$ cat src/rtl/pir_motion_ctrl.sv
// PIR motion sequencer: warm-up, glitch confirm, retriggerable hold and re-arm lockout, all paced by tick.
// Build option: define PIR_ACTIVE_LOW_EN for sensors whose output is active-low (open-drain).
module pir_motion_ctrl #(
   parameter int WARMUP_TICKS  = 30,
   parameter int CONFIRM_TICKS = 3,
   parameter int HOLD_TICKS    = 10,
   parameter int LOCKOUT_TICKS = 2,
   parameter int CNT_W         = 16
) (
   input  logic             hwclk,
   input  logic             rst_n,
   input  logic             tick,
   input  logic             pir_in,
   input  logic             enable,
   output logic             ready,
   output logic             motion_detected,
   output logic             motion_pulse,
   output logic             led_out,
   output logic [CNT_W-1:0] event_count,
   output logic [2:0]       state_dbg
);

   typedef enum logic [2:0] {
      ST_WARMUP  = 3'd0,
      ST_IDLE    = 3'd1,
      ST_CONFIRM = 3'd2,
      ST_ACTIVE  = 3'd3,
      ST_LOCKOUT = 3'd4
   } state_t;

   // Limits are compared one bit wider than the counter so a limit of 2**CNT_W is still reachable.
   localparam logic [CNT_W:0] WARM_LIM    = (CNT_W+1)'(WARMUP_TICKS);
   localparam logic [CNT_W:0] CONFIRM_LIM = (CNT_W+1)'(CONFIRM_TICKS);
   localparam logic [CNT_W:0] HOLD_LIM    = (CNT_W+1)'(HOLD_TICKS);
   localparam logic [CNT_W:0] LOCK_LIM    = (CNT_W+1)'(LOCKOUT_TICKS);

   state_t           state_r;
   state_t           state_nxt_s;
   logic [CNT_W-1:0] cnt_r;
   logic [CNT_W-1:0] cnt_nxt_s;
   logic [CNT_W:0]   cnt_inc_s;
   logic             pir_raw_s;
   logic             sync1_r;
   logic             pir_s;
   logic             active_entry_s;
   logic             ready_r;
   logic             motion_detected_r;
   logic             motion_pulse_r;
   logic             led_r;
   logic [CNT_W-1:0] event_count_r;

`ifdef PIR_ACTIVE_LOW_EN
   assign pir_raw_s = ~pir_in;
`else
   assign pir_raw_s = pir_in;
`endif

   assign cnt_inc_s      = {1'b0, cnt_r} + {{CNT_W{1'b0}}, 1'b1};
   assign active_entry_s = (state_nxt_s == ST_ACTIVE) && (state_r != ST_ACTIVE);

   // Next-state and tick counter; disable and a falling pir_s take priority over a coincident tick.
   always_comb begin
      state_nxt_s = state_r;
      cnt_nxt_s   = cnt_r;
      case (state_r)
         ST_WARMUP: begin
            if (tick) begin
               if (cnt_inc_s == WARM_LIM) begin
                  state_nxt_s = ST_IDLE;
                  cnt_nxt_s   = {CNT_W{1'b0}};
               end else begin
                  cnt_nxt_s = cnt_inc_s[CNT_W-1:0];
               end
            end else begin
               cnt_nxt_s = cnt_r;
            end
         end
         ST_IDLE: begin
            if (enable && pir_s) begin
               state_nxt_s = ST_CONFIRM;
               cnt_nxt_s   = {CNT_W{1'b0}};
            end else begin
               state_nxt_s = ST_IDLE;
            end
         end
         ST_CONFIRM: begin
            if (!enable || !pir_s) begin
               state_nxt_s = ST_IDLE;
               cnt_nxt_s   = {CNT_W{1'b0}};
            end else if (tick) begin
               if (cnt_inc_s == CONFIRM_LIM) begin
                  state_nxt_s = ST_ACTIVE;
                  cnt_nxt_s   = {CNT_W{1'b0}};
               end else begin
                  cnt_nxt_s = cnt_inc_s[CNT_W-1:0];
               end
            end else begin
               cnt_nxt_s = cnt_r;
            end
         end
         ST_ACTIVE: begin
            // Sensor still high keeps the hold timer parked at zero (retrigger).
            if (!enable) begin
               state_nxt_s = ST_IDLE;
               cnt_nxt_s   = {CNT_W{1'b0}};
            end else if (pir_s) begin
               cnt_nxt_s = {CNT_W{1'b0}};
            end else if (tick) begin
               if (cnt_inc_s == HOLD_LIM) begin
                  state_nxt_s = ST_LOCKOUT;
                  cnt_nxt_s   = {CNT_W{1'b0}};
               end else begin
                  cnt_nxt_s = cnt_inc_s[CNT_W-1:0];
               end
            end else begin
               cnt_nxt_s = cnt_r;
            end
         end
         ST_LOCKOUT: begin
            if (!enable) begin
               state_nxt_s = ST_IDLE;
               cnt_nxt_s   = {CNT_W{1'b0}};
            end else if (tick) begin
               if (cnt_inc_s == LOCK_LIM) begin
                  state_nxt_s = ST_IDLE;
                  cnt_nxt_s   = {CNT_W{1'b0}};
               end else begin
                  cnt_nxt_s = cnt_inc_s[CNT_W-1:0];
               end
            end else begin
               cnt_nxt_s = cnt_r;
            end
         end
         default: begin
            state_nxt_s = ST_WARMUP;
            cnt_nxt_s   = {CNT_W{1'b0}};
         end
      endcase
   end

   // Synchroniser, FSM state and registered outputs decoded from the next state.
   always_ff @(posedge hwclk or negedge rst_n) begin
      if (!rst_n) begin
         sync1_r           <= 1'b0;
         pir_s             <= 1'b0;
         state_r           <= ST_WARMUP;
         cnt_r             <= {CNT_W{1'b0}};
         ready_r           <= 1'b0;
         motion_detected_r <= 1'b0;
         motion_pulse_r    <= 1'b0;
         led_r             <= 1'b0;
         event_count_r     <= {CNT_W{1'b0}};
      end else begin
         sync1_r           <= pir_raw_s;
         pir_s             <= sync1_r;
         state_r           <= state_nxt_s;
         cnt_r             <= cnt_nxt_s;
         ready_r           <= ready_r | (state_nxt_s != ST_WARMUP);
         motion_detected_r <= (state_nxt_s == ST_ACTIVE);
         led_r             <= (state_nxt_s == ST_ACTIVE);
         motion_pulse_r    <= active_entry_s;
         if (active_entry_s && !(&event_count_r)) begin
            event_count_r <= event_count_r + {{(CNT_W-1){1'b0}}, 1'b1};
         end else begin
            event_count_r <= event_count_r;
         end
      end
   end

   assign ready           = ready_r;
   assign motion_detected = motion_detected_r;
   assign motion_pulse    = motion_pulse_r;
   assign led_out         = led_r;
   assign event_count     = event_count_r;
   assign state_dbg       = state_r;

endmodule
$ cat config.mk
export PLATFORM = sky130hd
export DESIGN_NAME = pir_motion_ctrl
export DESIGN_NICKNAME = d
export VERILOG_FILES = /design/src/rtl/pir_motion_ctrl.sv
export SDC_FILE = /design/constraint.sdc
export NUM_CORES = 1
export LEC_CHECK = 0
export BUFFER_PORTS_ARGS = -buffer_cell sky130_fd_sc_hd__buf_4
export CAP_MARGIN = 5
export CORE_ASPECT_RATIO = 2
export CORE_MARGIN = 2
export CORE_UTILIZATION = 50
export CTS_CLUSTER_SIZE = 14
export DETAILED_ROUTE_END_ITERATION = 10
export PLACE_DENSITY = 0.7
export SETUP_SLACK_MARGIN = 0.05
export SLEW_MARGIN = 20
export SYNTH_ARGS = -nofsm -noshare
export SYNTH_HDL_FRONTEND = slang
export SYNTH_SLANG_ARGS = --single-unit
$ cat constraint.sdc
create_clock -name hwclk -period 8.16 [get_ports hwclk]
set_clock_uncertainty 0.05 [all_clocks]
set_input_delay 0.816 -clock hwclk [delete_from_list [all_inputs] [get_ports hwclk]]
set_output_delay 0.816 -clock hwclk [all_outputs]
set_load 0.05 [all_outputs]
# Word level (Yosys, flattened, before mapping)

Index checks and enable logic that the tools add are counted.

Add/subtract/negate cells: 2
Reduce and logical (&&, ||, !) cells: 11
Mux-type cells: 28
Equality and inequality tests: 15
Bitwise logic cells: 1

Operators by type and width:

| operator                                              | number |
|---|---|
| 2-to-1 mux 16 bit                                     | 13 |
| case mux 16 bit (5 select lines)                      | 1 |
| 2-to-1 mux 3 bit                                      | 12 |
| equality test 17 x 2 -> 1 bit (second input constant) | 2 |
| adder 16 x 1 -> 17 bit (second input constant)        | 1 |
| equality test 17 x 4 -> 1 bit (second input constant) | 1 |
| equality test 17 x 5 -> 1 bit (second input constant) | 1 |
| adder 16 x 1 -> 16 bit (second input constant)        | 1 |
| AND reduction 16 bit                                  | 1 |
| case mux 3 bit (5 select lines)                       | 1 |
| equality test 3 x 2 -> 1 bit (second input constant)  | 3 |
| != test 3 bit (second input constant)                 | 2 |
| AND reduction 5 bit                                   | 1 |
| != test 2 bit (second input constant)                 | 2 |
| != test 4 bit (second input constant)                 | 1 |
| equality test 3 x 1 -> 1 bit (second input constant)  | 1 |
| equality test 3 bit (second input constant)           | 1 |
| logical AND 1 bit                                     | 3 |
| zero test 1 bit                                       | 3 |
| zero test 3 bit                                       | 1 |
| != test 3 x 2 -> 1 bit (second input constant)        | 1 |
| nonzero test 3 bit                                    | 1 |
| 2-to-1 mux 2 bit                                      | 1 |
| logical OR 1 bit                                      | 1 |
| bitwise OR 1 bit                                      | 1 |

Output and inout port bits: 23
Input bits: 5
Register bits: 40

# Logic depth before layout (Yosys ltp)

Gate-level depths: netlist of run 1.

Depth in word-level cells: 10
Mapped depth: 11
Mapped depth without buffers: 10

# Worst setup path before layout of run 1

Ideal clock, no wire load.

Path kind: reg-to-reg
From: register cnt_r[0]
To: register ready_r, in the netlist ready
Cell stages (with the launch flop): 10
Slack: 5.271 ns
Setup time: 0.138 ns
Arrival: 2.701 ns
Cell sequence: dfrtp_1 ha_1 nand4_1 nor4_1 xnor2_1 o2111ai_4 nor4_4 a41oi_1 or3b_4 or4_1

Longest elaborated chain between the ends: 9
Elaborated cells between the ends (all ways): 20

RTL lines:

| item                                | line | text |
|---|---|---|
| start, declared                     | 39   | `logic [CNT_W-1:0] cnt_r;` |
| start signal, assigned              | 147  | `cnt_r <= {CNT_W{1'b0}};` |
| start signal, assigned              | 157  | `cnt_r <= cnt_nxt_s;` |
| adder 16 x 1 -> 17 bit (*)          | 58   | `assign cnt_inc_s = {1'b0, cnt_r} + {{CNT_W{1'b0}}, 1'b1};` |
| equality test 17 x 4 -> 1 bit       | 109  | `if (cnt_inc_s == HOLD_LIM) begin` |
| 2-to-1 mux 3 bit                    | 109  |  |
| 2-to-1 mux 3 bit                    | 108  | `end else if (tick) begin` |
| 2-to-1 mux 3 bit                    | 106  | `end else if (pir_s) begin` |
| 2-to-1 mux 3 bit                    | 103  | `if (!enable) begin` |
| case mux 3 bit (5 select lines) (*) | 65   | `case (state_r)` |
| via state_nxt_s[0]                  | 38   | `state_t state_nxt_s;` |
| nonzero test 3 bit (*)              | 158  | `ready_r <= ready_r \| (state_nxt_s != ST_WARMUP);` |
| bitwise OR 1 bit (*)                | 158  |  |
| end signal, assigned                | 158  |  |
| end, declared                       | 46   | `logic ready_r;` |

Mark *: on every way through the listed nets, which the timed path passes. The rest lies on a longest branch.
A chain may end at the register's enable or synchronous reset.

# Worst setup path in the final report of run 1

From: register cnt_r[0]
To: register cnt_r[2]

Longest elaborated chain between the ends: 7
Elaborated cells between the ends (all ways): 18

RTL lines:

| item                                 | line |
|---|---|
| adder 16 x 1 -> 17 bit (*)           | 58 |
| equality test 17 x 4 -> 1 bit        | 109 |
| 2-to-1 mux 16 bit                    | 109 |
| 2-to-1 mux 16 bit                    | 108 |
| 2-to-1 mux 16 bit                    | 106 |
| 2-to-1 mux 16 bit                    | 103 |
| case mux 16 bit (5 select lines) (*) | 65 |

Every way passes the cells marked *; elsewhere a longest branch is shown, timed or not. The select of a mux whose other input is x is not followed.

==> results of run 1 <==
[metal layers]
layer | up-vias | wire, um
met5 | - | 0
met4 | 0 | 277
met3 | 26 | 154
met2 | 53 | 3460
met1 | 1070 | 2270
li1 | 1053 | -
[kinds of logic (layout without fill, tap and decap cells)]
kind of cell / after synthesis / after routing
simple gates: 126 / 126
compound gates: 58 / 58
flops: 40 / 40
buf+inv: 29 / 46
xor+xnor: 24 / 24
fa+ha+maj: 4 / 4
mux: 2 / 2
[worst max-delay path, delay by kind of cell, from the launching register on]
kind                       cells  cell delay, ns
DFF                            1            0.49
AOI/OAI and AO/OA              4            1.37
adders and majority gates      1            0.31
and+or+nand+nor                3            0.97
xor gates and xnor gates       1            0.25
[sequential cells by signal (all words and copies together), names as in the netlist]
name	flops
state_dbg	3
led_out	1
ready	1
sync1_r	1
cnt_r	16
event_count	16
pir_s	1
motion_pulse	1
[worst max-delay path by stage]
stage,to,slack (ns),cells past startpoint
2_1_floorplan,ready$_DFF_PN0_,5.27,9
3_3_place_gp,cnt_r[2]$_DFFE_PN0P_,4.70,8
3_5_place_dp,cnt_r[2]$_DFFE_PN0P_,4.54,9
4_1_cts,cnt_r[2]$_DFFE_PN0P_,4.54,9
5_1_grt,cnt_r[2]$_DFFE_PN0P_,4.18,9
6_report,cnt_r[2]$_DFFE_PN0P_,4.57,9
[Yosys cell counts (all sizes together) (3+ instances only)]
master,count
dfrtp,40
nand2,36
o21ai,19
xnor2,17
nand3,13
nand4,13
buf,12
nor2,11
a21oi,9
clkbuf,9
nor3,9
and3,8
inv,8
o211ai,7
xor2,7
and4,6
and2,5
nand2b,5
ha,4
nor2b,4
or3,4
a31oi,3
nor4,3
[layout make-up]
cell class              count  share of cell area, %
multi-input cells         214                   50.1
flip-flops and latches     40                   34.7
repair buffers             30                   7.81
well taps                  58                   2.52
clock buffers               5                   2.39
clock inverters             3                   1.48
inverters                   8                   1.04
[power breakdown]
group          leakage (nW)  internal [W]  total, W  switching, W
logic                 0.670     0.0000967  0.000245      0.000148
clock network        0.0541     0.0000906  0.000164     0.0000731
registers             0.499      0.000229  0.000300     0.0000715
[through the flow]
stage | hold WS, ns | setup slack [ns] | power, W
after detailed placement | 0.289 | 4.54 | 0.000545
after global placement | 0.284 | 4.70 | 0.000538
final | 0.303 | 4.57 | 0.000709
after global routing | 0.308 | 4.18 | 0.000756
after floorplan | 0.281 | 5.27 | 0.000506
after CTS | 0.307 | 4.54 | 0.000711
==> key figures, run 1 <==
Floorplanning
  • # IOs: 28
  • Die X: 55.0 um
  • Row count: 37
  • Core area: 5090 sq um
  • Total die area: 5820 sq um
  • Starting density of the core: between 50% and 60%
  • Die extent in y: 106 um

Layout
  • Fillcell total: 486
  • Final nets: 308
  • Commonest non-fill, non-tap cell in the layout: dfrtp_1
  • Commonest non-fill, non-tap cells in the layout: dfrtp_1 (40), nand2_1 (34), buf_4 (30), o21ai_0 (19), xnor2_1 (17)
  • Area Overhead vs Synth: 11.0%
  • Core Util, Final: 56.6%
  • Ant. Diodes: 0
  • Share of cells above drive strength 1: 18.3%
  • Design area: 2880 sq um
  • Multi-input gate area: 1440 sq um
  • FF+latch area: about 1000 sq um
  • Fin cells: around 360

Yosys
  • Post-synthesis mux area share: 0.867%
  • Top cells by area, synth: dfrtp_1 (39%), xnor2_1 (5.7%), nand2_1 (4.9%)
  • Main synth FF type: dfrtp_1
  • Largest family of logic cells by synthesized area: simple AND/OR/NAND/NOR gates
  • Mean Syn Cell Area: between 9 and 10 sq um
  • Yosys reg bits: 40
  • Synthesized area: roughly 2600 sq um
  • Async S/R FF share, synth: 100%
  • Xor/xnor share of the synthesized area: roughly 8.4%
  • Syn_nets: between 200 and 300
  • Synth Area in Adders: between 1.5 and 2%
  • Cell variety after synth: 58
  • Largest area contributor in the synthesized netlist: dfrtp_1
  • Post-Synthesis Cells: 283
  • Post-synth top area share: 38.5%
  • Simple-gate share of the synthesized area: 27.8%
  • Number of flops mapped to enable cells by yosys: 0
  • Seq/Total Area, Yosys: 38.5%
  • Syn. warnings: 0
  • Synth Area in Compound Gates: about 16%

Route
  • Post-DR vias/cell: a little over 6
  • Number of DRC markers in iteration 0: 59
  • Antenna Violating Nets Remaining: 0
  • DR WL/cell: 17.2 um
  • Routed WL: around 6200 um
  • DR pass1 iterations: 4
  • Via count: 2202
  • Number of remaining DRC errors: 0

Worst setup path
  • Reg2reg start: cnt_r[0]$_DFFE_PN0P_
  • Req. time, crit path: 8.25 ns
  • Critical path class: flip-flop to flip-flop
  • Critical Path Start Type: flip-flop
  • Reg2Reg Depth: 9
  • Critical path startpoint: cnt_r[0]$_DFFE_PN0P_
  • Critical Path End Type: flip-flop
  • Critical-path top delay cell: o21bai_1
  • R2R Path End: cnt_r[2]$_DFFE_PN0P_
  • Reg2reg setup slack: 4.57 ns
  • Crit path top cell by count: nand4_1
  • CP Cell Sequence: ha_1, nand4_1, nor4_1, xnor2_1, o2111ai_4, o21ai_0, nand4_1, o21bai_1, o221ai_1
  • Worst path arrival time: 3.68 ns
  • Worst-path fanout max: 13
  • Max incr delay on CP: 0.72 ns

STA
  • RSZ-0062 raised after global routing: no
  • Post-layout min period: 3.59 ns
  • Final Cycle Share: 44.0%
  • F_max: between 200 and 300 MHz
  • Post-Route Setup TNS: 0 ns
  • Final Hold Viols: 0
  • Final Slew Violations: 0
  • Slew HR: a little under three fifths
  • Worst Tran Pin Value: 0.659 ns
  • Final setup viols: 0

Placement
  • DP Area: 2770 sq um
  • Buffers on Ports: 27
  • Dpl hpwl: about 4600 um
  • Placed Cells: 350
  • Placer Congestion: approximately 0.86

Clock tree
  • Max clock buf depth: 2
  • Post-CTS setup buffer count: 0
  • H-tree levels: 2
  • Post-CTS sizing: 0
  • # hold bufs at CTS: 0
  • Clock Sink Count: 40
  • TritonCTS Buffers: 5
  • CTS tree: yes
  • Clock Root Buffer: clkbuf_8
  • Worst skew pair latency: 0.29 ns
  • Clock-pin slew on the worst setup and hold paths: 0.08 ns

Status
  • Status: completed

Power
  • Pwr/cell area: approximately 250 nW/um^2
  • Leak: 1.22 nW
  • Peak supply drop: about 0.17 mV

Global routing
  • Global-route wire length before repair: 10400 um
  • Initial antenna violation count: 0
  • Gr busiest metal: met2
  • M3 GR Usage: 2.53%
  • Met2 usage: 40.9%
  • Grt total ovfl: 0
  • Total track usage: 23.9%
  • Number of global-route vias before repair: 2220
  • Met1 usage: 27.3%
  • Largest net degree at the start of global routing: about 40

Worst hold path
  • Min-Delay Endpoint: pir_s$_DFF_PN0_
  • Worst Hold Class: flip-flop to flip-flop
  • Hold depth: 0
  • Hold wc startpoint: sync1_r$_DFF_PN0_

Flow run
  • Number of max-cap violations: 0
Note: power is estimated with default switching activity, not from simulation.
==> run 2, diff against run 1 <==
==> constraint.sdc (replaced) <==
create_clock -name hwclk -period 3.36 [get_ports hwclk]
set_clock_uncertainty 0.05 [all_clocks]
set_input_delay 0.336 -clock hwclk [delete_from_list [all_inputs] [get_ports hwclk]]
set_output_delay 0.336 -clock hwclk [all_outputs]
set_load 0.05 [all_outputs]
==> key figures, run 2 (synthesis results as in run 1) <==
Status
  • Status: completed (unchanged)

Floorplanning
  • Total die area: 5820 sq um (unchanged)
  • Core area: 5090 sq um (unchanged)
  • # IOs: 28 (unchanged)
  • Starting density of the core: 51.0% (unchanged)
  • Row count: 37 (unchanged)
  • Die X: 55.0 um (unchanged)
  • Die extent in y: 106 um (unchanged)

Clock tree
  • H-tree levels: 2 (unchanged)
  • Clock Sink Count: 40 (unchanged)
  • Worst skew pair latency: 0.31 ns (was 0.29 ns)
  • Clock Root Buffer: clkbuf_8 (unchanged)
  • Max clock buf depth: 2 (unchanged)
  • CTS tree: yes (unchanged)
  • Clock-pin slew on the worst setup and hold paths: 0.09 ns (was 0.08 ns)
  • Post-CTS setup buffer count: 0 (unchanged)
  • TritonCTS Buffers: 5 (unchanged)

Layout
  • Share of cells above drive strength 1: 19.7% (was 18.3%)
  • Commonest non-fill, non-tap cells in the layout: dfrtp_1 (40), nand2_1 (34), buf_4 (33), o21ai_0 (19), xnor2_1 (17) (was dfrtp_1 (40), nand2_1 (34), buf_4 (30), o21ai_0 (19), xnor2_1 (17))
  • Area Overhead vs Synth: 12.1% (was 11.0%)
  • Commonest non-fill, non-tap cell in the layout: dfrtp_1 (unchanged)
  • Core Util, Final: 57.2% (was 56.6%)
  • Ant. Diodes: 0 (unchanged)
  • Final nets: 312 (was 308)
  • Fillcell total: 462 (was 486)

STA
  • Slew HR: 65.4% (was 56.0%)
  • RSZ-0062 raised after global routing: no (unchanged)
  • Final Hold Viols: 0 (unchanged)
  • F_max: 322 MHz (was 278 MHz)
  • Post-layout min period: 3.11 ns (was 3.59 ns)
  • Final setup viols: 0 (unchanged)
  • Worst Tran Pin Value: 0.519 ns (was 0.659 ns)
  • Post-Route Setup TNS: 0 ns (unchanged)
  • Final Slew Violations: 0 (unchanged)
  • Final Cycle Share: 92.5% (was 44.0%)

Worst setup path
  • Critical-path top delay cell: dfrtp_1 (was o21bai_1)
  • Reg2reg start: cnt_r[0]$_DFFE_PN0P_ (unchanged)
  • Req. time, crit path: 3.48 ns (was 8.25 ns)
  • Top Family by Delay on Critical Path: simple AND/OR/NAND/NOR gates (was compound AO/OA/AOI/OAI gates)
  • Worst-path fanout max: 9 (was 13)
  • Critical Path End Type: flip-flop (unchanged)
  • Critical path buffer and inverter count: 0 (unchanged)
  • Reg2Reg Depth: 9 (unchanged)
  • Worst path arrival time: 3.23 ns (was 3.68 ns)
  • R2R Path End: ready$_DFF_PN0_ (was cnt_r[2]$_DFFE_PN0P_)
  • Critical Path Start Type: flip-flop (unchanged)
  • CP Cell Sequence: ha_2, nand4_1, nor4_2, xnor2_1, o2111ai_4, nor4_4, a41oi_1, or3b_4, or4_1 (was ha_1, nand4_1, nor4_1, xnor2_1, o2111ai_4, o21ai_0, nand4_1, o21bai_1, o221ai_1)
  • Critical path class: flip-flop to flip-flop (unchanged)
  • Max incr delay on CP: 0.49 ns (was 0.72 ns)
  • Reg2reg setup slack: 0.25 ns (was 4.57 ns)

Placement
  • Dpl hpwl: 4620 um (was 4590 um)
  • Placer Congestion: 0.910 (was 0.862)
  • Buffers on Ports: 27 (unchanged)

Global routing
  • Gr busiest metal: met2 (unchanged)
  • Met2 usage: 42.0% (was 40.9%)
  • Initial antenna violation count: 0 (unchanged)
  • Met1 usage: 25.9% (was 27.3%)
  • Grt total ovfl: 0 (unchanged)
  • Number of global-route vias before repair: 2219 (was 2220)
  • M3 GR Usage: 4.35% (was 2.53%)
  • Global-route wire length before repair: 10400 um (about the same)
  • Total track usage: 24.5% (was 23.9%)
  • Largest net degree at the start of global routing: 41 (unchanged)

Power
  • Pwr/cell area: 581 nW/um^2 (was 246 nW/um^2)
  • Peak supply drop: 0.420 mV (was 0.169 mV)
  • Leak: 1.23 nW (was 1.22 nW)

Route
  • Number of DRC markers in iteration 0: 71 (was 59)
  • DR WL/cell: 17.3 um (was 17.2 um)
  • Post-DR vias/cell: 6.16 (was 6.15)
  • Antenna Violating Nets Remaining: 0 (unchanged)
  • DR pass1 iterations: 4 (unchanged)
  • Routed WL: 6260 um (was 6170 um)
  • Number of remaining DRC errors: 0 (unchanged)
  • Via count: 2231 (was 2202)

Worst hold path
  • Min-Delay Endpoint: sync1_r$_DFF_PN0_ (was pir_s$_DFF_PN0_)
  • Worst Hold Class: primary input to flip-flop (was flip-flop to flip-flop)
  • Hold depth: 1 (was 0)
  • Hold wc startpoint: pir_in (was sync1_r$_DFF_PN0_)

Flow run
  • Number of max-cap violations: 0 (unchanged)
==> run 2: cell types whose count changed in the layout (fill, tap and decap cells not counted), sizes merged <==
cell / before / now
clkbuf: 5 / 6
clkinv: 1 / 0
dlygate4sd3: 0 / 1
bufinv: 1 / 0
clkinvlp: 1 / 2
buf: 30 / 33
==> run 2: worst max-delay path by stage <==
stage	startpoint	endpoint	slack (ns)	cells after the start
after CTS	cnt_r[0]$_DFFE_PN0P_	ready$_DFF_PN0_	0.18	9
final	cnt_r[0]$_DFFE_PN0P_	ready$_DFF_PN0_	0.25	9
after global placement	cnt_r[0]$_DFFE_PN0P_	ready$_DFF_PN0_	0.28	9
after global routing	cnt_r[0]$_DFFE_PN0P_	ready$_DFF_PN0_	0.05	9
after detailed placement	cnt_r[0]$_DFFE_PN0P_	ready$_DFF_PN0_	0.19	9
after floorplan	cnt_r[0]$_DFFE_PN0P_	ready$_DFF_PN0_	0.47	9
==> run 2: repair_timing <==
item                                    CTS  global route
endpoints found under the hold margin    40             0
hold buffers                              1             0
endpoints found under the setup margin    0             8
resized for setup                         0             2
==> run 2: metal layers <==
metal  routed length [um]  share of wire (%)
met4                  314                5.0
met1                 2310                 37
met3                  166                2.7
met2                 3480                 55
met5                    0                  0
==> run 2: cell type report <==
class | instances | area [sq um] | share of cell area (%)
clock buffers | 6 | 82.6 | 2.84
clock inverters | 2 | 15.0 | 0.516
inverters | 8 | 30.0 | 1.03
multi-input cells | 214 | 1450 | 49.9
flip-flops and latches | 40 | 1000 | 34.4
well taps | 58 | 72.6 | 2.49
repair buffers | 34 | 258 | 8.85
==> run 2: where the power goes <==
| group | total, W | switching (W) | internal, W |
|---|---|---|---|
| Clock | 0.000353 | 0.000187 | 0.000166 |
| Combinational | 0.000619 | 0.000371 | 0.000248 |
| Sequential | 0.000721 | 0.000165 | 0.000556 |
==> run 2: metrics by stage <==
| step | std cells | power (W) | instance area [sq um] | hold slack, ns | setup slack (ns) |
|---|---|---|---|---|---|
| after floorplan | 283 | 0.00123 | 2600 | -0.00959 | 0.471 |
| after global placement | 353 | 0.00132 | 2800 | 0.294 | 0.284 |
| after detailed placement | 353 | 0.00133 | 2800 | 0.299 | 0.185 |
| after CTS | 362 | 0.00169 | 2900 | 0.0763 | 0.179 |
| after global routing | 362 | 0.00180 | 2910 | 0.0755 | 0.0517 |
| final | 362 | 0.00169 | 2910 | 0.0877 | 0.252 |
